`src/rtl/key_pkg.sv`:
```
// Shared keycodes, action offsets, default keymap and auto-repeat timing for the
// key action decoder. Optional auto-repeat is built when KEY_AUTOREPEAT_EN is defined.
package key_pkg;

  localparam logic [7:0] KC_NONE     = 8'h00;
  localparam logic [7:0] KC_ROLLOVER = 8'h01;
  localparam logic [7:0] KC_A        = 8'h04;
  localparam logic [7:0] KC_D        = 8'h07;
  localparam logic [7:0] KC_W        = 8'h1A;
  localparam logic [7:0] KC_S        = 8'h16;
  localparam logic [7:0] KC_ARROW_L  = 8'h50;
  localparam logic [7:0] KC_ARROW_R  = 8'h4F;
  localparam logic [7:0] KC_ARROW_U  = 8'h52;
  localparam logic [7:0] KC_ARROW_D  = 8'h51;
  localparam logic [7:0] KC_SPACE    = 8'h2C;

  localparam int REPEAT_DELAY  = 15;
  localparam int REPEAT_PERIOD = 5;

  typedef enum logic [1:0] {
    ACT_LEFT    = 2'd0,
    ACT_RIGHT   = 2'd1,
    ACT_ATTACK  = 2'd2,
    ACT_DEFENSE = 2'd3
  } act_off_e;

  typedef enum logic {
    DIR_LEFT  = 1'b0,
    DIR_RIGHT = 1'b1
  } dir_e;

  // START always sits on the last action index, whatever the player count.
  function automatic logic [7:0] default_code(input int idx, input int num_actions);
    if (idx == num_actions - 1) return KC_SPACE;
    case (idx)
      0:       return KC_A;
      1:       return KC_D;
      2:       return KC_W;
      3:       return KC_S;
      4:       return KC_ARROW_L;
      5:       return KC_ARROW_R;
      6:       return KC_ARROW_U;
      7:       return KC_ARROW_D;
      default: return KC_NONE;
    endcase
  endfunction

  function automatic logic repeat_due(input int count);
    if (count < REPEAT_DELAY) return 1'b0;
    return ((count - REPEAT_DELAY) % REPEAT_PERIOD) == 0;
  endfunction

endpackage

```
`src/rtl/key_action_channel.sv`:
```
// One action's held level, press/release pulses, saturating hold counter and
// long-hold flag; auto-repeat pulses are built only with KEY_AUTOREPEAT_EN.
module key_action_channel
  import key_pkg::*;
#(
  parameter int HOLD_W      = 8,
  parameter int HOLD_THRESH = 30
) (
  input  logic Clk,
  input  logic Reset_n,
  input  logic match,
  input  logic accept,
  output logic held,
  output logic press_pulse,
  output logic release_pulse,
  output logic long_hold,
  output logic repeat_pulse
);

  localparam logic [HOLD_W-1:0] CNT_MAX  = '1;
  localparam logic [HOLD_W-1:0] THRESH_V = HOLD_W'(HOLD_THRESH);

  logic [HOLD_W-1:0] cnt;

  // The counter only advances on reports that see the key still down after a
  // previous report already registered it, so the press report itself counts 0.
  always_ff @(posedge Clk or negedge Reset_n) begin
    if (!Reset_n) begin
      held          <= 1'b0;
      press_pulse   <= 1'b0;
      release_pulse <= 1'b0;
      cnt           <= '0;
    end else begin
      press_pulse   <= 1'b0;
      release_pulse <= 1'b0;
      if (accept) begin
        held          <= match;
        press_pulse   <= match & ~held;
        release_pulse <= ~match & held;
        if (!match) begin
          cnt <= '0;
        end else if (held && cnt != CNT_MAX) begin
          cnt <= cnt + 1'b1;
        end
      end
    end
  end

  assign long_hold = held && (cnt >= THRESH_V);

`ifdef KEY_AUTOREPEAT_EN
  logic rep_q;

  // A saturated counter no longer "reaches" new values, so repeats stop there.
  always_ff @(posedge Clk or negedge Reset_n) begin
    if (!Reset_n) begin
      rep_q <= 1'b0;
    end else begin
      rep_q <= accept && match && held && (cnt != CNT_MAX)
               && repeat_due(int'(cnt) + 1);
    end
  end

  assign repeat_pulse = rep_q;
`else
  assign repeat_pulse = 1'b0;
`endif

endmodule

```
`src/rtl/key_action_decoder.sv`:
```
// Registered HID-report to game-action decoder: remappable keymap, rollover
// filtering and left/right resolution. Auto-repeat via KEY_AUTOREPEAT_EN.
module key_action_decoder
  import key_pkg::*;
#(
  parameter int NUM_SLOTS   = 6,
  parameter int NUM_PLAYERS = 2,
  parameter int NUM_ACTIONS = 4 * NUM_PLAYERS + 1,
  parameter int LR_MODE     = 2,
  parameter int HOLD_W      = 8,
  parameter int HOLD_THRESH = 30
) (
  input  logic                           Clk,
  input  logic                           Reset_n,
  input  logic [8*NUM_SLOTS-1:0]         keycodes,
  input  logic                           kc_valid,
  input  logic                           map_we,
  input  logic [$clog2(NUM_ACTIONS)-1:0] map_idx,
  input  logic [7:0]                     map_code,
  output logic [NUM_ACTIONS-1:0]         act_held,
  output logic [NUM_ACTIONS-1:0]         act_press,
  output logic [NUM_ACTIONS-1:0]         act_release,
  output logic [NUM_ACTIONS-1:0]         act_long,
  output logic [NUM_ACTIONS-1:0]         act_repeat,
  output logic                           rollover_err
);

  localparam int OFF_L = int'(ACT_LEFT);
  localparam int OFF_R = int'(ACT_RIGHT);

  logic [7:0]             keymap [NUM_ACTIONS];
  logic [NUM_ACTIONS-1:0] raw;
  logic [NUM_ACTIONS-1:0] held_q;
  logic                   rollover;
  logic                   accept;
  dir_e                   last_dir [NUM_PLAYERS];

  // Matching reads the current keymap, so a same-cycle write affects only later reports.
  always_ff @(posedge Clk or negedge Reset_n) begin
    if (!Reset_n) begin
      for (int i = 0; i < NUM_ACTIONS; i++) keymap[i] <= default_code(i, NUM_ACTIONS);
    end else if (map_we && int'(map_idx) < NUM_ACTIONS) begin
      keymap[map_idx] <= map_code;
    end
  end

  always_comb begin
    rollover = 1'b0;
    raw      = '0;
    for (int s = 0; s < NUM_SLOTS; s++) begin
      if (keycodes[8*s +: 8] == KC_ROLLOVER) rollover = 1'b1;
    end
    for (int i = 0; i < NUM_ACTIONS; i++) begin
      for (int s = 0; s < NUM_SLOTS; s++) begin
        if (keymap[i] != KC_NONE && keycodes[8*s +: 8] == keymap[i]) raw[i] = 1'b1;
      end
    end
  end

  assign accept = kc_valid & ~rollover;

  always_ff @(posedge Clk or negedge Reset_n) begin
    if (!Reset_n) begin
      rollover_err <= 1'b0;
    end else begin
      rollover_err <= kc_valid & rollover;
    end
  end

  for (genvar i = 0; i < NUM_ACTIONS; i++) begin : g_chan
    key_action_channel #(
      .HOLD_W      (HOLD_W),
      .HOLD_THRESH (HOLD_THRESH)
    ) u_chan (
      .Clk           (Clk),
      .Reset_n       (Reset_n),
      .match         (raw[i]),
      .accept        (accept),
      .held          (held_q[i]),
      .press_pulse   (act_press[i]),
      .release_pulse (act_release[i]),
      .long_hold     (act_long[i]),
      .repeat_pulse  (act_repeat[i])
    );
  end

  // Simultaneous left+right presses are ambiguous, so they leave last_dir alone.
  always_ff @(posedge Clk or negedge Reset_n) begin
    if (!Reset_n) begin
      for (int p = 0; p < NUM_PLAYERS; p++) last_dir[p] <= DIR_LEFT;
    end else if (accept) begin
      for (int p = 0; p < NUM_PLAYERS; p++) begin
        if (raw[4*p+OFF_L] && !held_q[4*p+OFF_L] &&
            !(raw[4*p+OFF_R] && !held_q[4*p+OFF_R])) begin
          last_dir[p] <= DIR_LEFT;
        end else if (raw[4*p+OFF_R] && !held_q[4*p+OFF_R] &&
                     !(raw[4*p+OFF_L] && !held_q[4*p+OFF_L])) begin
          last_dir[p] <= DIR_RIGHT;
        end
      end
    end
  end

  always_comb begin
    act_held = held_q;
    for (int p = 0; p < NUM_PLAYERS; p++) begin
      if (held_q[4*p+OFF_L] && held_q[4*p+OFF_R]) begin
        if (LR_MODE == 1) begin
          act_held[4*p+OFF_L] = 1'b0;
          act_held[4*p+OFF_R] = 1'b0;
        end else if (LR_MODE == 2) begin
          act_held[4*p+OFF_L] = (last_dir[p] == DIR_LEFT);
          act_held[4*p+OFF_R] = (last_dir[p] == DIR_RIGHT);
        end
      end
    end
  end

endmodule

```
`config.mk`:
```
export PLATFORM = sky130hd
export DESIGN_NAME = key_action_decoder
export DESIGN_NICKNAME = d
export VERILOG_FILES = /design/src/rtl/key_pkg.sv /design/src/rtl/key_action_channel.sv /design/src/rtl/key_action_decoder.sv
export SDC_FILE = /design/constraint.sdc
export NUM_CORES = 1
export LEC_CHECK = 0
export BUFFER_PORTS_ARGS = -buffer_cell sky130_fd_sc_hd__buf_2
export CAP_MARGIN = 5
export CELL_PAD_IN_SITES_DETAIL_PLACEMENT = 1
export CELL_PAD_IN_SITES_GLOBAL_PLACEMENT = 1
export CORE_MARGIN = 2
export CORE_UTILIZATION = 52
export CTS_BUF_LIST = sky130_fd_sc_hd__clkbuf_16
export CTS_CLUSTER_SIZE = 14
export DETAILED_ROUTE_END_ITERATION = 16
export HOLD_SLACK_MARGIN = 0.05
export PLACE_DENSITY = 0.95
export RECOVER_POWER = 25
export REMOVE_ABC_BUFFERS = 1
export SYNTH_ARGS = -nofsm -noshare
export SYNTH_HDL_FRONTEND = slang
export SYNTH_HIERARCHICAL = 1
export SYNTH_SLANG_ARGS = --single-unit
```
`constraint.sdc`:
```
create_clock -name Clk -period 6.29 [get_ports Clk]
set_clock_uncertainty 0.2 [all_clocks]
set_input_delay 0.9435 -clock Clk [delete_from_list [all_inputs] [get_ports Clk]]
set_output_delay 0.9435 -clock Clk [all_outputs]
set_load 0.005 [all_outputs]
```
# Word-level counts from Yosys, hierarchy flattened

Index checks and enable logic that the tools add are counted.

$add $sub $neg: 9
Order comparisons: 12
Eq/ne operators: 78
Multiplexer cells: 105
Bitwise logic cells: 42
Reductions and logical operators: 114

Operators by type and width:

| kind                | number |
|---|---|
| $eq 8x8->1          | 54 |
| $mux 8              | 19 |
| $logic_and 1x1->1   | 84 |
| $mux 1              | 82 |
| $add 8x1->8 const B | 9 |
| $bwmux 72           | 1 |
| $ge 8x5->1 const B  | 9 |
| $ne 8x8->1 const B  | 9 |
| $reduce_bool 8->1   | 9 |
| $eq 8x1->1 const B  | 6 |
| $demux 8 s4         | 1 |
| $reduce_and 2->1    | 11 |
| $not 1->1           | 21 |
| $and 1x1->1         | 20 |
| $ne 2x2->1 const B  | 9 |
| $logic_not 1->1     | 8 |
| $ge 5x5->1 const B  | 1 |
| $lt 5x1->1 const B  | 1 |
| $not 4->5           | 1 |
| $lt 4x4->1 const B  | 1 |
| $mux 2              | 2 |
| $reduce_bool 2->1   | 2 |

Register bits: 174
Input port bits: 64
Output and inout port bits: 46
Logic and storage cells: 408

# Longest topological paths before layout

Gate-level depths: netlist (run 1).

Word-level depth: 13
Gate-level depth with buffers: 10
Depth with buffers taken out: 9

# Hierarchy

Netlist (run 1), hierarchy kept.

Modules (own cells, without submodules):

| module             | times used | cells an instance | area an instance (µm²) | seq. area each (µm²) |
|---|---|---|---|---|
| key_action_decoder | 1          | 964               | 8715.9                 | 1909.3 |
| key_action_channel | 9          | 68                | 660.6                  | 275.3 |

# Least setup slack after synthesis (run 1)

No wires, ideal clock.

Path type: input to register
Start point: input port keycodes[8]
End point: register g_chan[1].u_chan.cnt[0]
Library setup time: 0.068 ns
Arrival time: 3.158 ns
Required time: 6.022 ns
Setup slack: 2.864 ns
Stages on the path: 9
Buffers on the path: 1
Cells stage by stage: buf_2 nor4b_1 nand2_1 nand2_1 nor3_1 and2_1 nand2_2 a2111oi_1 a311o_1

Longest elaborated chain between the ends: 9
Elaborated cells on any way between the ends: 18
Classes of those cells: eq/ne: 3; mux: 11; bitwise: 2; reduce/logical: 2

RTL lines:

| what                       | RTL line                 | RTL |
|---|---|---|
| from (decl)                | key_action_decoder.sv:15 | `input logic [8*NUM_SLOTS-1:0] keycodes,` |
| $eq 8x1->1                 | key_action_decoder.sv:51 | `if (keycodes[8*s +: 8] == KC_ROLLOVER) rollover = 1'b1;` |
| $mux 1 (5 in a row)        | key_action_decoder.sv:51 |  |
| $not 1->1                  | key_action_decoder.sv:60 | `assign accept = kc_valid & ~rollover;` |
| $and 1x1->1                | key_action_decoder.sv:60 |  |
| net accept                 | key_action_decoder.sv:35 | `logic accept;` |
| $reduce_and 2->1 (no line) | --                       |  |
| to (signal assigned)       | key_action_channel.sv:43 | `cnt <= cnt + 1'b1;` |
| to (decl)                  | key_action_channel.sv:23 | `logic [HOLD_W-1:0] cnt;` |

The timed path passes the listed nets, and every way through them passes these cells.
A chain may end at the register's enable or synchronous reset.

# Final worst setup path (run 1)

Start point: register keymap[39] (netlist name)
End point: register last_dir[0] (netlist name)

Longest elaborated chain between the ends: 13
Elaborated cells on any way between the ends: 26
Classes of those cells: eq/ne: 6; mux: 7; reduce/logical: 13

RTL lines:

| what                                                   | RTL line                                           | RTL |
|---|---|---|
| from (decl)                                            | key_action_decoder.sv:31                           | `logic [7:0] keymap [NUM_ACTIONS];` |
| from (signal, indexed assignment)                      | key_action_decoder.sv:43                           | `keymap[map_idx] <= map_code;` |
| $eq 8x8->1 / $reduce_bool 8->1 (equally long branches) | key_action_decoder.sv:55                           | `if (keymap[i] != KC_NONE && keycodes[8*s +: 8] == keymap[i]) raw[i] = 1'b1;` |
| $logic_and 1x1->1                                      | key_action_decoder.sv:55                           |  |
| $mux 1 (5 in a row)                                    | key_action_decoder.sv:55                           |  |
| $mux 1 *                                               | key_action_decoder.sv:55                           |  |
| $logic_and 1x1->1 *                                    | key_action_decoder.sv:93, key_action_decoder.sv:97 |  |
| $logic_not 1->1                                        | key_action_decoder.sv:97                           | `!(raw[4*p+OFF_L] && !held_q[4*p+OFF_L])) begin` |
| $logic_and 1x1->1                                      | key_action_decoder.sv:96                           | `end else if (raw[4*p+OFF_R] && !held_q[4*p+OFF_R] &&` |
| $reduce_bool 2->1 (no line)                            | --                                                 |  |
| $reduce_and 2->1 (no line)                             | --                                                 |  |
| to (signal, indexed assignment)                        | key_action_decoder.sv:95                           | `last_dir[p] <= DIR_LEFT;` |
| to (signal, indexed assignment)                        | key_action_decoder.sv:98                           | `last_dir[p] <= DIR_RIGHT;` |
| to (decl)                                              | key_action_decoder.sv:36                           | `dir_e last_dir [NUM_PLAYERS];` |

Mark *: on every way between the ends. The rest lies on a longest branch, timed or not.

==> impl_metrics.tcl, run 1 <==
set metrics [dict create \
    cts_tree "yes" \
    slowest_stage "dfrtp_1" \
    io_pins 110 \
    clkPwrFrac 0.271 \
    via_count 13700 \
    cts_resized 0 \
    seq_power_share 0.459 \
    synth-main-ff-cell "dfrtp_1" \
    clk_pin_slew_ns 0.08 \
    synth_area_leaders "dfrtp_1, xnor2_1, xor2_1" \
    wl_per_cell_um 32.1 \
    synth_commonest_cells "xnor2_1, dfrtp_1, buf_2" \
    cts_root_buffer "clkbuf_16" \
    cts_buffers 17 \
    seq_area_um2 4390 \
    synth.distinct_cells 53 \
    io_buffers 100 \
    relSlewSlack -0.932 \
    placementRows 61 \
    multi_input_area_um2 9250 \
    grtUsageTotal 0.427 \
    ctsHoldBuffers 0 \
    overflow 0 \
    arrival_ns 4.40 \
    synth_top_area_share 0.253 \
    worst-path-max-fanout 8 \
    power_w 0.00440 \
    hold_viol_final 0 \
    yosysMostFrequentCell "xnor2_1" \
    coreArea_um2 27800 \
    final.setup.tns_ns 0 \
    critical_path_buf_inv_count 0 \
    crit_family "simple AND/OR/NAND/NOR gates" \
    leakagePower_nw 5.71 \
    num-fill-cells 3201 \
    insertion_delay_ns 0.45 \
    ys_ff_latch 174 \
    syn_area_um2 14700 \
    cp_common_cell "nor4_1" \
    violations "max-capacitance violations, max-slew violations" \
    min_period_ns 4.24 \
    end_kind "flip-flop" \
    combPwrFrac 0.269 \
    antenna_found_initial 7 \
    h-tree-depth 4 \
    internal-power_w 0.00249 \
    async_flop_share 1.00 \
    cts.sinks 174 \
    chipWidth_um 172 \
    maxCapViolCount 1 \
    start_kind "flip-flop" \
    swShare 0.434 \
    min_period_over_period 0.673 \
    wl_um 62600 \
    first_pass_iters 8 \
    area_growth_syn_to_layout_pct 5.69 \
    slowest_delay_ns 1.00 \
    drt_iter0_markers 1605 \
    viasPerCell 7.02 \
    hpwl_um 40800 \
    crit_type "reg2reg" \
    hp-class "reg2reg" \
    remaining_drc_errors 0 \
    finalWeightedCongestion 1.09 \
    cts_setup_buffers 0 \
    grt_start_max_net_pins 110 \
    critical_path_required_ns 6.46 \
    fmax_ghz 0.236 \
    tightest_slew_ns 2.90 \
    p_switching_w 0.00191 \
    outcome "complete, but fails checks" \
    crit_path_cell_trace "xnor2_1 > nand4_1 > nor2_1 > nor4_1 > a211oi_1 > ha_1 > nand2b_1 > nor4_1 > mux2i_1" \
    grt_pass1_vias 14000 \
    cellPowerDensity_nw_per_um2 284 \
    placed_cell_area_um2 14800 \
    ys_seq_area_frac 0.299 \
    final_max_slew_viol_count 110 \
    reg2reg_slack_ns 2.05 \
    yosys_warnings 6 \
    grt_pass1_wl_um 91400 \
    ant_nets 0 \
    die-area_um2 29600 \
    clock_path_buffers 2 \
    initial_core_util 0.528 \
    nets 1635 \
    setup-violations-final 0 \
    syn_inst 1576 \
    vdd_drop_max_mv 0.207 \
    yosysTopAreaCell "dfrtp_1" \
    synth-edff-count 0 \
    rsz0062_at_grt "false" \
    hold_slack_ns 0.376 \
    drive_gt1_frac 0.176 \
    die_h_um 172 \
    final_cell_area_um2 15500 \
    syn_avg_cell_area_um2 9.30 \
]
[final timing paths]
check / depth (start not counted) / from / end
setup / recovery: 9 / keymap[39] / last_dir[0]
setup reg to reg: 9 / keymap[39] / last_dir[0]
hold reg to reg: 2 / last_dir[0] / last_dir[0]
hold / removal: 2 / last_dir[0] / last_dir[0]
max in group asynchronous: 2 / Reset_n / keymap[45]
min in group asynchronous: 1 / Reset_n / g_chan[1].u_chan/cnt[6]
[state kept, by name (all words and copies together), names as in the netlist]
register	cells
g_chan.u_chan/press_pulse	9
g_chan.u_chan/held	9
rollover_err	1
keymap	72
g_chan.u_chan/cnt	72
last_dir	2
g_chan.u_chan/release_pulse	9
[logic make-up after synthesis]
family | synth area share
AOI/OAI and AO/OA | 0.110
and+or+nand+nor | 0.187
xor gates and xnor gates | 0.258
other | 0.00230
muxes | 0.0567
adders and majority gates | 0.0171
DFF | 0.299
buffers and inverters | 0.0704
[layout by cell type (no fill, tap or decap), drive strengths merged, types with 10 or more instances in the layout]
master,netlist,final
mux2,72,72
and2,10,10
clkbuf,7,18
nor2b,10,10
o21ai,36,36
nand3,28,28
nor3,22,22
buf,139,101
inv,56,62
dfstp,26,26
ha,20,20
nor2,75,75
xnor2,328,328
a311o,20,20
xor2,104,104
nor4,79,79
nand2b,13,13
nand4,100,100
and3,18,18
a2111oi,18,18
dfrtp,148,148
a21oi,33,33
nand2,65,65
[per-layer routing]
layer / vias to the layer above / global-route usage / part of all wire
li1: 5546 / - / -
met1: 6794 / 0.501 / 0.36
met2: 998 / 0.651 / 0.43
met3: 355 / 0.154 / 0.12
met4: 2 / 0.301 / 0.087
met5: - / 0 / 0.00021
[power by group through the flow]
stage | combinational (W) | clock, W | sequential (W)
3_5_place_dp | 0.00112 | 0 | 0.00195
4_1_cts | 0.00116 | 0.00120 | 0.00193
5_1_grt | 0.00127 | 0.00123 | 0.00197
3_3_place_gp | 0.00106 | 0 | 0.00194
6_report | 0.00118 | 0.00119 | 0.00202
2_1_floorplan | 0.000837 | 0 | 0.00158
[worst register-to-register path: cells and delay by family, from the launching register on]
family | cells | cell delay, ns
AND/OR/NAND/NOR | 5 | 1.97
XOR/XNOR | 1 | 0.15
flip-flops | 1 | 1.00
AO/OA/AOI/OAI | 1 | 0.22
multiplexers | 1 | 0.26
adder cells (fa/ha/maj) | 1 | 0.35
[area by class of cell]
type / instances / area share
sequential: 174 / 0.283
clock inverter: 15 / 0.0142
antenna: 8 / 0.00129
inverter: 56 / 0.0136
tap: 378 / 0.0305
multi-input combinational: 1200 / 0.597
timing repair buffer: 102 / 0.0333
clock buffer: 17 / 0.0275
[metrics by stage]
stage,cells,setup slack [ns],utilization
4_1_cts,1942,2.52,0.557
3_3_place_gp,1910,2.13,0.534
2_1_floorplan,1430,1.93,-
3_5_place_dp,1910,2.12,0.534
6_report,1950,2.05,0.558
5_1_grt,1948,2.06,0.558
Power figures use the tool's default switching activity.
==> run 2: changes to the inputs <==
ABC_AREA = 1   (was default)
CORE_UTILIZATION = 40   (was 52)
PLACE_DENSITY = 0.88   (was 0.95)
clock period = 3.8 ns   (was 6.29 ns; I/O delays follow)
==> impl_metrics.tcl, run 2 <==
set metrics [dict create \
    outcome "complete, but fails checks" \
    violations "max-capacitance violations, max-slew violations" \
    critical_path_required_ns 4.24 \
    cts.sinks 174 \
    grt_pass1_wl_um 93100 \
    drt_iter0_markers 1028 \
    coreArea_um2 38600 \
    viasPerCell 5.44 \
    start_kind "input pin" \
    area_growth_syn_to_layout_pct 7.32 \
    wl_um 58000 \
    synth_commonest_cells "nand2_1, nor2_1, inv_1" \
    clock_path_buffers 2 \
    min_period_over_period 0.766 \
    grt_pass1_vias 17100 \
    syn_inst 2488 \
    insertion_delay_ns 0.47 \
    io_pins 110 \
    wl_per_cell_um 19.3 \
    h-tree-depth 4 \
    ys_ff_latch 174 \
    yosysTopAreaCell "dfrtp_1" \
    ys_seq_area_frac 0.280 \
    largest_registers "g_chan.u_chan/cnt (72), keymap (72)" \
    synth-edff-count 0 \
    reg2reg_slack_ns 1.02 \
    rsz0062_at_grt "false" \
    layout_common_cells "nand2_1, nor2_1, inv_1" \
    grtUsageTotal 0.289 \
    min_period_ns 2.91 \
    nets 2561 \
    syn_avg_cell_area_um2 6.30 \
    cts_buffers 17 \
    io_buffers 100 \
    hold_viol_final 0 \
    yosysMostFrequentCell "nand2_1" \
    synth_top_area_share 0.236 \
    vdd_drop_max_mv 0.356 \
    fmax_ghz 0.344 \
    slowest_delay_ns 1.64 \
    async_flop_share 1.00 \
    mostFrequentLayoutCell "nand2_1" \
    leakagePower_nw 8.32 \
    grt_start_max_net_pins 87 \
    hpwl_um 45600 \
    critical_path_buf_inv_count 3 \
    overflow 0 \
    crit_type "in2async" \
    cts_root_buffer "clkbuf_16" \
    maxCapViolCount 1 \
    tightest_slew_ns 2.33 \
    synth_area_leaders "dfrtp_1, nand2_1, nor2_1" \
    final_util 0.435 \
    drive_gt1_frac 0.108 \
    placementRows 72 \
    via_count 16400 \
    die_h_um 202 \
    syn_area_um2 15700 \
    hold_slack_ns 0.126 \
    remaining_drc_errors 0 \
    clk_pin_slew_ns 0.07 \
    first_pass_iters 5 \
    synth-main-ff-cell "dfrtp_1" \
    setup-violations-final 0 \
    slowest_stage "clkbuf_2" \
    hp-class "in2reg" \
    final_max_slew_viol_count 86 \
    die-area_um2 40800 \
    arrival_ns 3.35 \
    placed_cell_area_um2 16300 \
    crit_path_cell_trace "dlygate4sd3_1 > clkbuf_2 > buf_4" \
    cts_setup_buffers 0 \
    synth.distinct_cells 32 \
    antenna_found_initial 3 \
    final_cell_area_um2 16800 \
    worst-path-max-fanout 86 \
    end_kind "async pin" \
    setup_slack_ns 0.890 \
    cts_tree "yes" \
    initial_core_util 0.406 \
    ant_nets 0 \
    cellPowerDensity_nw_per_um2 400 \
    yosys_warnings 6 \
    finalWeightedCongestion 0.970 \
    num-fill-cells 5265 \
    relSlewSlack -0.554 \
    pre_cts_slack_ns 0.743 \
    chipWidth_um 202 \
    crit_family "buffers and inverters" \
]
## run 2: layout make-up
class | instances | area [µm²] | share of cell area
Multi-Input combinational cell | 1946 | 9770 | 0.580
Tap cell | 518 | 648 | 0.0385
Clock buffer | 17 | 425 | 0.0253
Clock inverter | 15 | 136 | 0.00810
Antenna cell | 2 | 5.00 | 0.000297
Timing Repair Buffer | 113 | 618 | 0.0367
Sequential cell | 174 | 4390 | 0.261
Inverter | 225 | 845 | 0.0502
## run 2: kinds of logic (layout without fill, tap and decap cells)
kind of cell               count (synthesis)  in the layout  synth area share
buffers and inverters                    368            370            0.0979
xor gates and xnor gates                 243            243             0.136
adders and majority gates                 20             20            0.0160
and+or+nand+nor                         1515           1515             0.414
AOI/OAI and AO/OA                        159            159            0.0548
DFF                                      174            174             0.280
other                                      9             11           0.00215
## run 2: power breakdown
part / total, W / switching [W] / internal, W / leakage (nW)
sequential: 0.00271 / 0.000597 / 0.00211 / 2.26
clock: 0.00177 / 0.000861 / 0.000913 / 0.280
combinational: 0.00225 / 0.00139 / 0.000852 / 5.78
total: 0.00673 / 0.00285 / 0.00387 / 8.32
## run 2: path summary, 6_finish.rpt
check,start,end,cells after the start
max,Reset_n,g_chan[3].u_chan/cnt[5],3
min,map_code[0],keymap[16],3
max reg2reg,keymap[22],g_chan[6].u_chan/cnt[4],14
min reg2reg,g_chan[2].u_chan/held,g_chan[2].u_chan/press_pulse,1
max in group Clk,keymap[22],g_chan[6].u_chan/cnt[4],14
min in group asynchronous,Reset_n,g_chan[1].u_chan/cnt[0],2
## run 2: worst register-to-register path, stage by stage (launching register included)
cell and delay, ns:
dfstp_2 0.63, inv_1 0.16, nand2_1 0.09, nand4_1 0.16
nor2_1 0.25, nand2_1 0.10, nand2_1 0.10, nor2_1 0.05
a21oi_1 0.14, buf_4 0.22, inv_1 0.12, nand2_2 0.16
nand2_4 0.11, nor2_2 0.13, nor2_2 0.06
## run 2: routing by layer
layer	wire [µm]	GRT usage	share of wire	vias up
li1	-	-	-	7664
met1	23700	0.346	0.41	8093
met2	28600	0.507	0.49	474
met3	2910	0.0410	0.050	149
met4	2800	0.147	0.048	2
met5	15	0	0.00026	-
## run 2: timing repair
| item | 4_1_cts | 5_1_grt |
|---|---|---|
| hold endpoints to repair | 65 | 0 |
| gates resized for setup | 0 | 0 |
| hold buffers | 1 | 0 |
## run 2: metrics by stage
stage | total power, W | instances | TNS [ns]
6_report | 0.00673 | 3010 | 0
3_5_place_dp | 0.00494 | 2975 | 0
3_3_place_gp | 0.00480 | 2975 | 0
2_1_floorplan | 0.00404 | 2345 | -20.36
5_1_grt | 0.00711 | 3010 | 0
4_1_cts | 0.00674 | 3008 | 0
==> run 3: changes to the inputs <==
CORE_UTILIZATION = 44   (was 40)
PLACE_DENSITY = 0.92   (was 0.88)
clock period = 2.8 ns   (was 3.8 ns; I/O delays follow)
==> impl_metrics.tcl, run 3 (synthesized netlist as in run 2, its figures left out) <==
set metrics [dict create \
    outcome "complete, but fails checks" \
    violations "max-capacitance violations, max-slew violations" \
    arrival_ns 2.82 \
    swShare 0.427 \
    placementRows 69 \
    p_switching_w 0.00402 \
    leakagePower_nw 8.66 \
    remaining_drc_errors 0 \
    clk_pin_slew_ns 0.08 \
    initial_core_util 0.444 \
    relSlewSlack -0.242 \
    layout_common_cells "nand2_1, nor2_1, inv_1" \
    fin_cells 3019 \
    internal-power_w 0.00539 \
    crit_type "reg2reg" \
    antenna_found_initial 0 \
    finalWeightedCongestion 0.955 \
    end_kind "flip-flop" \
    chipWidth_um 193 \
    num_antenna_cells 0 \
    viasPerCell 5.53 \
    num-fill-cells 4791 \
    area_growth_syn_to_layout_pct 10.6 \
    wl_um 59800 \
    cellPowerDensity_nw_per_um2 543 \
    ant_nets 0 \
    insertion_delay_ns 0.46 \
    min_period_over_period 0.953 \
    dp_cells 2973 \
    worst-path-max-fanout 9 \
    cts_buffers 17 \
    final_util 0.491 \
    clkPwrFrac 0.269 \
    hpwl_um 47000 \
    setup_slack_ns 0.132 \
    critical_path_required_ns 2.95 \
    drt_iter0_markers 1180 \
    grt_start_max_net_pins 62 \
    cts_root_buffer "clkbuf_16" \
    seq_area_um2 4390 \
    hold_viol_final 0 \
    coreArea_um2 35300 \
    nets 2629 \
    multi_input_area_um2 9770 \
    pre_cts_slack_ns -0.156 \
    start_kind "flip-flop" \
    rsz0062_at_grt "false" \
    maxCapViolCount 1 \
    final_max_slew_viol_count 60 \
    overflow 0 \
    clock_path_buffers 2 \
    mostFrequentLayoutCell "nand2_1" \
    final.setup.tns_ns 0 \
    first_pass_iters 5 \
    die-area_um2 37200 \
    largest_registers "g_chan.u_chan/cnt (72), keymap (72)" \
    io_pins 110 \
    wl_per_cell_um 19.8 \
    fmax_ghz 0.375 \
    cts.sinks 174 \
    power_w 0.00942 \
    vdd_drop_max_mv 0.452 \
    die_h_um 193 \
    setup-violations-final 0 \
    drive_gt1_frac 0.128 \
    grtUsageTotal 0.329 \
    cts_tree "yes" \
    via_count 16700 \
    hp-class "reg2reg" \
    grt_pass1_wl_um 93800 \
    grt_pass1_vias 17500 \
    io_buffers 100 \
    h-tree-depth 4 \
    combPwrFrac 0.342 \
    min_period_ns 2.67 \
    seq_power_share 0.389 \
    tightest_slew_ns 1.86 \
]
## run 3: critical path, cell delays in order, from the launching register on
cell and delay [ns]:
dfrtp_1 0.58, inv_1 0.20, nand2_1 0.13, nand4_1 0.20
nor2_1 0.16, nand2_1 0.08, nand2_1 0.06, nor2_1 0.05
a21oi_1 0.30, inv_1 0.15, nand2_2 0.18, nand2_4 0.11
nand2_1 0.10, nand2_1 0.06
## run 3: metrics by stage
stage                     area, µm²  hold WS (ns)
after floorplan               15000       -0.0756
after global placement        16600         0.258
after CTS                     17300         0.280
after detailed placement      16600         0.268
final                         17300         0.284
after global routing          17300         0.310
## run 3: power by group through the flow
stage / Clock, W / Combinational, W / Sequential (W)
after CTS: 0.00260 / 0.00315 / 0.00366
after global placement: 0 / 0.00296 / 0.00368
after detailed placement: 0 / 0.00311 / 0.00370
after global routing: 0.00268 / 0.00358 / 0.00371
final: 0.00253 / 0.00322 / 0.00366
after floorplan: 0 / 0.00205 / 0.00343
## run 3: worst paths after layout
check	startpoint	end	slack, ns	cells after the start
max	keymap[47]	g_chan[3].u_chan/cnt[2]	0.13	13
min	g_chan[2].u_chan/held	g_chan[2].u_chan/press_pulse	0.28	1
max reg2reg	keymap[47]	g_chan[3].u_chan/cnt[2]	0.13	13
min reg2reg	g_chan[2].u_chan/held	g_chan[2].u_chan/press_pulse	0.28	1
max in group asynchronous	Reset_n	keymap[20]	0.42	3
min in group asynchronous	Reset_n	g_chan[1].u_chan/cnt[1]	0.79	2
## run 3: what timing repair did
action                                 in CTS  in global routing
gates resized for setup                     2                  1
hold buffers                               10                  0
setup endpoints to repair                   8                  8
endpoints found under the hold margin      63                  0
gates cloned                                0                  0
setup buffers                               0                  4
## run 3: layout make-up
cell class                      instances  area share
Timing Repair Buffer                  181      0.0665
Clock inverter                         15      0.0107
Clock buffer                           17      0.0245
Sequential cell                       174       0.253
Multi-Input combinational cell       1946       0.563
Inverter                              225      0.0487
Tap cell                              461      0.0332
## run 3: per-layer routing
metal | up-vias | global-route usage | routed length (µm)
met5 | - | 0 | 0
met4 | 0 | 0.170 | 3000
met3 | 153 | 0.0467 | 3200
met2 | 526 | 0.564 | 29100
met1 | 8215 | 0.399 | 24400
li1 | 7787 | - | -
